--- config.mk ---
export PLATFORM = sky130hd
export DESIGN_NAME = led_pattern_sequencer
export DESIGN_NICKNAME = d
export VERILOG_FILES = /design/src/rtl/led_seq_pkg.sv /design/src/rtl/tick_prescaler.sv /design/src/rtl/led_pattern_sequencer.sv
export SDC_FILE = /design/constraint.sdc
export NUM_CORES = 1
export LEC_CHECK = 0
export CAP_MARGIN = 20
export CORE_ASPECT_RATIO = 2
export CORE_UTILIZATION = 62
export CTS_BUF_LIST = sky130_fd_sc_hd__clkbuf_8
export DETAILED_ROUTE_END_ITERATION = 8
export GPL_ROUTABILITY_DRIVEN = 0
export GPL_TIMING_DRIVEN = 0
export PLACE_DENSITY = 0.87
export SYNTH_ARGS = -nofsm -noshare
export SYNTH_HDL_FRONTEND = slang
export SYNTH_SLANG_ARGS = --single-unit
--- constraint.sdc ---
create_clock -name CLK -period 3.85 [get_ports CLK]
set_clock_uncertainty 0.1 [all_clocks]
set_input_delay 0.77 -clock CLK [delete_from_list [all_inputs] [get_ports CLK]]
set_output_delay 0.77 -clock CLK [all_outputs]
set_load 0.02 [all_outputs]
--- src/rtl/led_seq_pkg.sv ---
// Shared mode encoding for the LED pattern sequencer and anything that drives it.
package led_seq_pkg;

    typedef enum logic [1:0] {
        MODE_ROT_L  = 2'd0,
        MODE_ROT_R  = 2'd1,
        MODE_BOUNCE = 2'd2,
        MODE_COUNT  = 2'd3
    } mode_t;

    // Binary count starts from all-zeros; every other mode starts from a single lit LED.
    function automatic logic startIsZero(input mode_t m);
        return (m == MODE_COUNT);
    endfunction

endpackage

--- src/rtl/tick_prescaler.sv ---
// Programmable terminal-count prescaler: emits one advance pulse every (divide+1) enabled cycles.
module tick_prescaler
    import led_seq_pkg::*;
#(
    parameter int DIV_WIDTH      = 24,
    parameter int DEFAULT_DIVIDE = 400000
) (
    input  logic                 CLK,
    input  logic                 RESET_N,
    input  logic                 i_enable,
    input  logic                 i_load,
    input  logic [DIV_WIDTH-1:0] i_divide,
    input  logic                 i_clear,
    output logic                 o_adv
);

    logic [DIV_WIDTH-1:0] r_div;
    logic [DIV_WIDTH-1:0] r_count;
    logic                 w_terminal;

    assign w_terminal = (r_count == r_div);
    assign o_adv      = i_enable & w_terminal & ~i_load & ~i_clear;

    // A load or clear restarts the count so a smaller new terminal value can never be overshot.
    always_ff @(posedge CLK or negedge RESET_N) begin
        if (!RESET_N) begin
            r_div   <= DIV_WIDTH'(DEFAULT_DIVIDE);
            r_count <= '0;
        end else begin
            if (i_load) begin
                r_div <= i_divide;
            end
            if (i_load || i_clear) begin
                r_count <= '0;
            end else if (i_enable) begin
                r_count <= w_terminal ? '0 : r_count + 1'b1;
            end
        end
    end

endmodule

--- src/rtl/led_pattern_sequencer.sv ---
// LED pattern engine: prescaled stepping through rotate/bounce/count patterns with a PWM brightness gate.
module led_pattern_sequencer
    import led_seq_pkg::*;
#(
    parameter int NUM_LEDS       = 4,
    parameter int DIV_WIDTH      = 24,
    parameter int DEFAULT_DIVIDE = 400000,
    parameter int PWM_WIDTH      = 4
) (
    input  logic                 CLK,
    input  logic                 RESET_N,
    input  logic                 enable,
    input  logic [1:0]           mode,
    input  logic [DIV_WIDTH-1:0] divide,
    input  logic                 load_divide,
    input  logic                 step,
    input  logic [PWM_WIDTH-1:0] brightness,
    output logic [NUM_LEDS-1:0]  leds,
    output logic                 tick,
    output logic                 wrap
);

    localparam logic [NUM_LEDS-1:0] ONE_HOT_START = NUM_LEDS'(1);

    mode_t                r_modeQ;
    logic [NUM_LEDS-1:0]  r_pattern;
    logic                 r_dirRight;
    logic [PWM_WIDTH-1:0] r_pwmCnt;

    mode_t                w_modeIn;
    logic                 w_modeChange;
    logic                 w_presAdv;
    logic                 w_stepAdv;
    logic                 w_advance;
    logic                 w_on;
    logic [NUM_LEDS-1:0]  w_next;
    logic                 w_nextDirRight;
    logic [NUM_LEDS-1:0]  w_newStart;
    logic [NUM_LEDS-1:0]  w_curStart;

    assign w_modeIn     = mode_t'(mode);
    assign w_modeChange = (w_modeIn != r_modeQ);
    assign w_stepAdv    = step & ~enable & ~load_divide & ~w_modeChange;
    assign w_advance    = w_presAdv | w_stepAdv;
    assign w_on         = (r_pwmCnt < brightness) | (&brightness);
    assign w_newStart   = startIsZero(w_modeIn) ? '0 : ONE_HOT_START;
    assign w_curStart   = startIsZero(r_modeQ)  ? '0 : ONE_HOT_START;

    tick_prescaler #(
        .DIV_WIDTH      (DIV_WIDTH),
        .DEFAULT_DIVIDE (DEFAULT_DIVIDE)
    ) u_prescaler (
        .CLK      (CLK),
        .RESET_N  (RESET_N),
        .i_enable (enable),
        .i_load   (load_divide),
        .i_divide (divide),
        .i_clear  (w_modeChange),
        .o_adv    (w_presAdv)
    );

    // Bounce reverses on the same step that reaches an end bit, so the ends never dwell.
    always_comb begin
        w_next         = r_pattern;
        w_nextDirRight = r_dirRight;
        case (r_modeQ)
            MODE_ROT_L:  w_next = {r_pattern[NUM_LEDS-2:0], r_pattern[NUM_LEDS-1]};
            MODE_ROT_R:  w_next = {r_pattern[0], r_pattern[NUM_LEDS-1:1]};
            MODE_BOUNCE: begin
                if (r_dirRight) begin
                    if (r_pattern[0]) begin
                        w_next         = r_pattern << 1;
                        w_nextDirRight = 1'b0;
                    end else begin
                        w_next = r_pattern >> 1;
                    end
                end else begin
                    if (r_pattern[NUM_LEDS-1]) begin
                        w_next         = r_pattern >> 1;
                        w_nextDirRight = 1'b1;
                    end else begin
                        w_next = r_pattern << 1;
                    end
                end
            end
            MODE_COUNT:  w_next = r_pattern + 1'b1;
            default:     w_next = r_pattern;
        endcase
    end

    always_ff @(posedge CLK or negedge RESET_N) begin
        if (!RESET_N) begin
            r_modeQ    <= MODE_ROT_L;
            r_pattern  <= ONE_HOT_START;
            r_dirRight <= 1'b0;
            r_pwmCnt   <= '0;
            leds       <= '0;
            tick       <= 1'b0;
            wrap       <= 1'b0;
        end else begin
            r_pwmCnt <= r_pwmCnt + 1'b1;
            leds     <= r_pattern & {NUM_LEDS{w_on}};
            tick     <= 1'b0;
            wrap     <= 1'b0;
            if (w_modeChange) begin
                r_modeQ    <= w_modeIn;
                r_pattern  <= w_newStart;
                r_dirRight <= 1'b0;
            end else if (w_advance) begin
                r_pattern  <= w_next;
                r_dirRight <= w_nextDirRight;
                tick       <= 1'b1;
                wrap       <= (w_next == w_curStart);
            end
        end
    end

endmodule

==> summary.md <==
| Metric | Value |
|---|---|
| Worst relative slew slack | 45.5% |
| Hold WS | 374 ps |
| DRT Pass-1 Iters | 5 |
| Post-Syn Nets | 390 |
| Endpoints failing hold | 0 |
| EDFF count, synth | 0 |
| Layout Nets | 441 |
| Post-route DRC | 0 |
| Initial DRC Count | 60 |
| Worst-path maximum fanout | 10 |
| DR WL/cell | 17.5 um |
| Total grt overflow | 0 |
| Hold path cells | 1 |
| Mapped Avg Cell Area | 10.1 um^2 |
| Ys flop type | dfrtp_1 |
| Num CTS Buffers | 9 |
| Vias in the first global route | 3,005 |
| CP top delay family | buffers and inverters |
| Chip width | 55.2 um |
| Clock slew at reported path FFs | 70 ps |
| Placed instance count | 447 |
| Layout cells sized above 1 | 14.6% |
| # diodes | 0 |
| Final standard cell count with taps included and fillers excluded | 464 |
| DP HPWL | 5880 um |
| Post-DRT Antenna Nets | 0 |
| Startpoint class of the critical path | input port |
| Crit end category | flip-flop |
| Slew @ Worst Pin | 817 ps |
| Pwr Density | 386 mW/mm^2 |
| Synthesized instance count | 348 |
| Initial Util | 64.7% |
| Levels on crit path | 9 |
| Clock sinks | 65 |
| Post-Place Setup Slack | 559 ps |
| Synthesis-to-layout area growth | 20.3% |
| Cell type with the largest total area after synthesis | dfrtp_1 |
| R2r worst-path depth | 9 |
| # Post-CTS Setup Buffers | 0 |
| CTS root buf | clkbuf_8 |
| Synth top area share | 41.4% |
| Critical path type | input port to flip-flop |
| Cell area after synthesis | 0.00350 mm^2 |
| Crit path max-delay cell type | clkdlybuf4s50_1 |
| Outcome | completed |
| Overall power | 1630 uW |
| Global-route wire length before repair | 13,400 um |
| Top post-synthesis cells by area | dfrtp_1, mux2_2, xor2_1 |
| Clock buffer depth | 2 |
| Register area share after synthesis | 46.7% |
| Top cells by instance count after synthesis | dfrtp_1, nand2_1, nand3_1 |
| Post-CTS Hold Buffers | 0 |
| Synth warn | 0 |
| Peak per-stage delay on the critical path | 470 ps |
| Final setup fails | 0 |
| Clock Latency Late Sink | 350 ps |
| Crit path DAT | 2840 ps |
| Core box area | 0.00542 mm^2 |
| Post-synthesis register bit count | 65 |
| I/O Buffers | 39 |
| H-tree Lvls | 3 |
| Die Y | 108 um |
| Overall Global Routing Usage | 31.9% |
| Resize count post-CTS | 0 |
| Fillers | 384 |
| Count leader, synth | dfrtp_1 |
| VDD IR max | 406 uV |
| Routed wire length | 8130 um |
| Req. time, crit path | 4010 ps |
| RSZ-0062 raised after global routing | no |
| Max cap viols | 0 |
| # IOs | 41 |
| Final min period | 2680 ps |
| Synth async-reset ratio | 100% |
| Static leakage | 0.00188 uW |
| Rows | 38 |
| Peak Freq | 373 MHz |
| Post-synth cell types | 46 |
| Hold crit path type | flip-flop to flip-flop |
| CTS tree | yes |
| Crit-path cells | clkdlybuf4s50_1 > xor2_1 > nor3_1 > nand2_2 > a21oi_1 > buf_6 > buf_4 > a21oi_1 > a21oi_1 |
| Crit path buf inv count | 3 |
| DIE AREA | 0.00598 mm^2 |
| Fin crit share | 69.6% |
| Vias | 2,900 |
| Worst setup slack after layout | 1170 ps |
| Final TNS setup | 0 ps |
| Worst path most repeated cell | a21oi_1 |
| Largest net degree at the start of global routing | 66 |
| Antenna violations before repair | 0 |
| Vias per cell | 6.25 |
| Max-slew violation count | 0 |
-- sequential cells by signal (all words and copies together), names as in the netlist --
name / cells
wrap: 1
u_prescaler.r_div: 24
leds: 4
r_pattern: 4
r_modeQ: 2
r_dirRight: 1
tick: 1
u_prescaler.r_count: 24
r_pwmCnt: 4
-- report_power, final --
group	total (uW)	internal (uW)	switching (uW)
combinational	180	90.2	90.0
clock	707	444	263
sequential	742	720	22.1
-- through the flow --
step	util [%]	instance area [um^2]
final	77.8	4220
after global routing	77.8	4220
after CTS	77.7	4210
after detailed placement	73.2	3970
after global placement	73.2	3970
after floorplan	-	3500
-- cells by family (layout without fill, tap and decap cells) --
family / after synthesis / after routing / synth area share (%)
mux: 26 / 26 / 8.28
simple gates: 120 / 120 / 17.2
fa+ha+maj: 7 / 7 / 2.50
compound gates: 71 / 71 / 13.7
flops: 65 / 65 / 46.7
xor+xnor: 29 / 29 / 7.25
buf+inv: 30 / 86 / 4.32
-- path summary, 6_finish.rpt --
path	slack (ps)	startpoint	to
setup / recovery	1170	mode[1]	u_prescaler.r_count[6]
hold / removal	370	r_pwmCnt[0]	r_pwmCnt[0]
setup reg to reg	1320	u_prescaler.r_count[6]	u_prescaler.r_count[8]
hold reg to reg	370	r_pwmCnt[0]	r_pwmCnt[0]
max in group asynchronous	2690	RESET_N	u_prescaler.r_div[14]
min in group asynchronous	400	RESET_N	r_modeQ[1]
-- placed cells by master, fill, tap and decap left out, types with 2 or more instances in the layout --
cell type	n
and2_1	3
clkbuf_8	10
buf_4	2
or3_1	6
buf_2	4
and3_1	7
and4_1	2
clkbuf_1	12
a22oi_1	2
nand4_1	4
nor4_1	8
o31ai_1	2
ha_1	7
nor3_1	4
nor2b_1	3
o311ai_0	4
dfstp_2	7
o211ai_1	4
xnor2_1	2
a22o_1	4
a31oi_1	3
inv_1	10
a21oi_1	12
mux2i_1	2
nand3_1	29
o21ai_0	19
buf_6	4
dfrtp_1	58
a211oi_1	5
bufinv_16	3
nand2_1	38
nor2_1	10
a21o_1	9
mux2_2	24
xor2_1	27
clkdlybuf4s50_1	38
-- area by class of cell --
cell class	count	area [um^2]	share of cell area [%]
sequential	65	1640	38.8
inverter	9	33.8	0.801
clock inverter	6	106	2.52
buffer	21	118	2.79
tap	60	75.1	1.78
multi-input combinational	253	1720	40.7
timing repair buffer	40	393	9.32
clock buffer	10	138	3.26
-- layer usage --
metal  vias to the layer above  wire, um  track usage, %
li1                       1346         -               -
met1                      1424      2940            32.5
met2                        93      4440            53.4
met3                        37       303            7.45
met4                         0       454            22.5
met5                         -         0               0
Power figures use the tool's default switching activity.
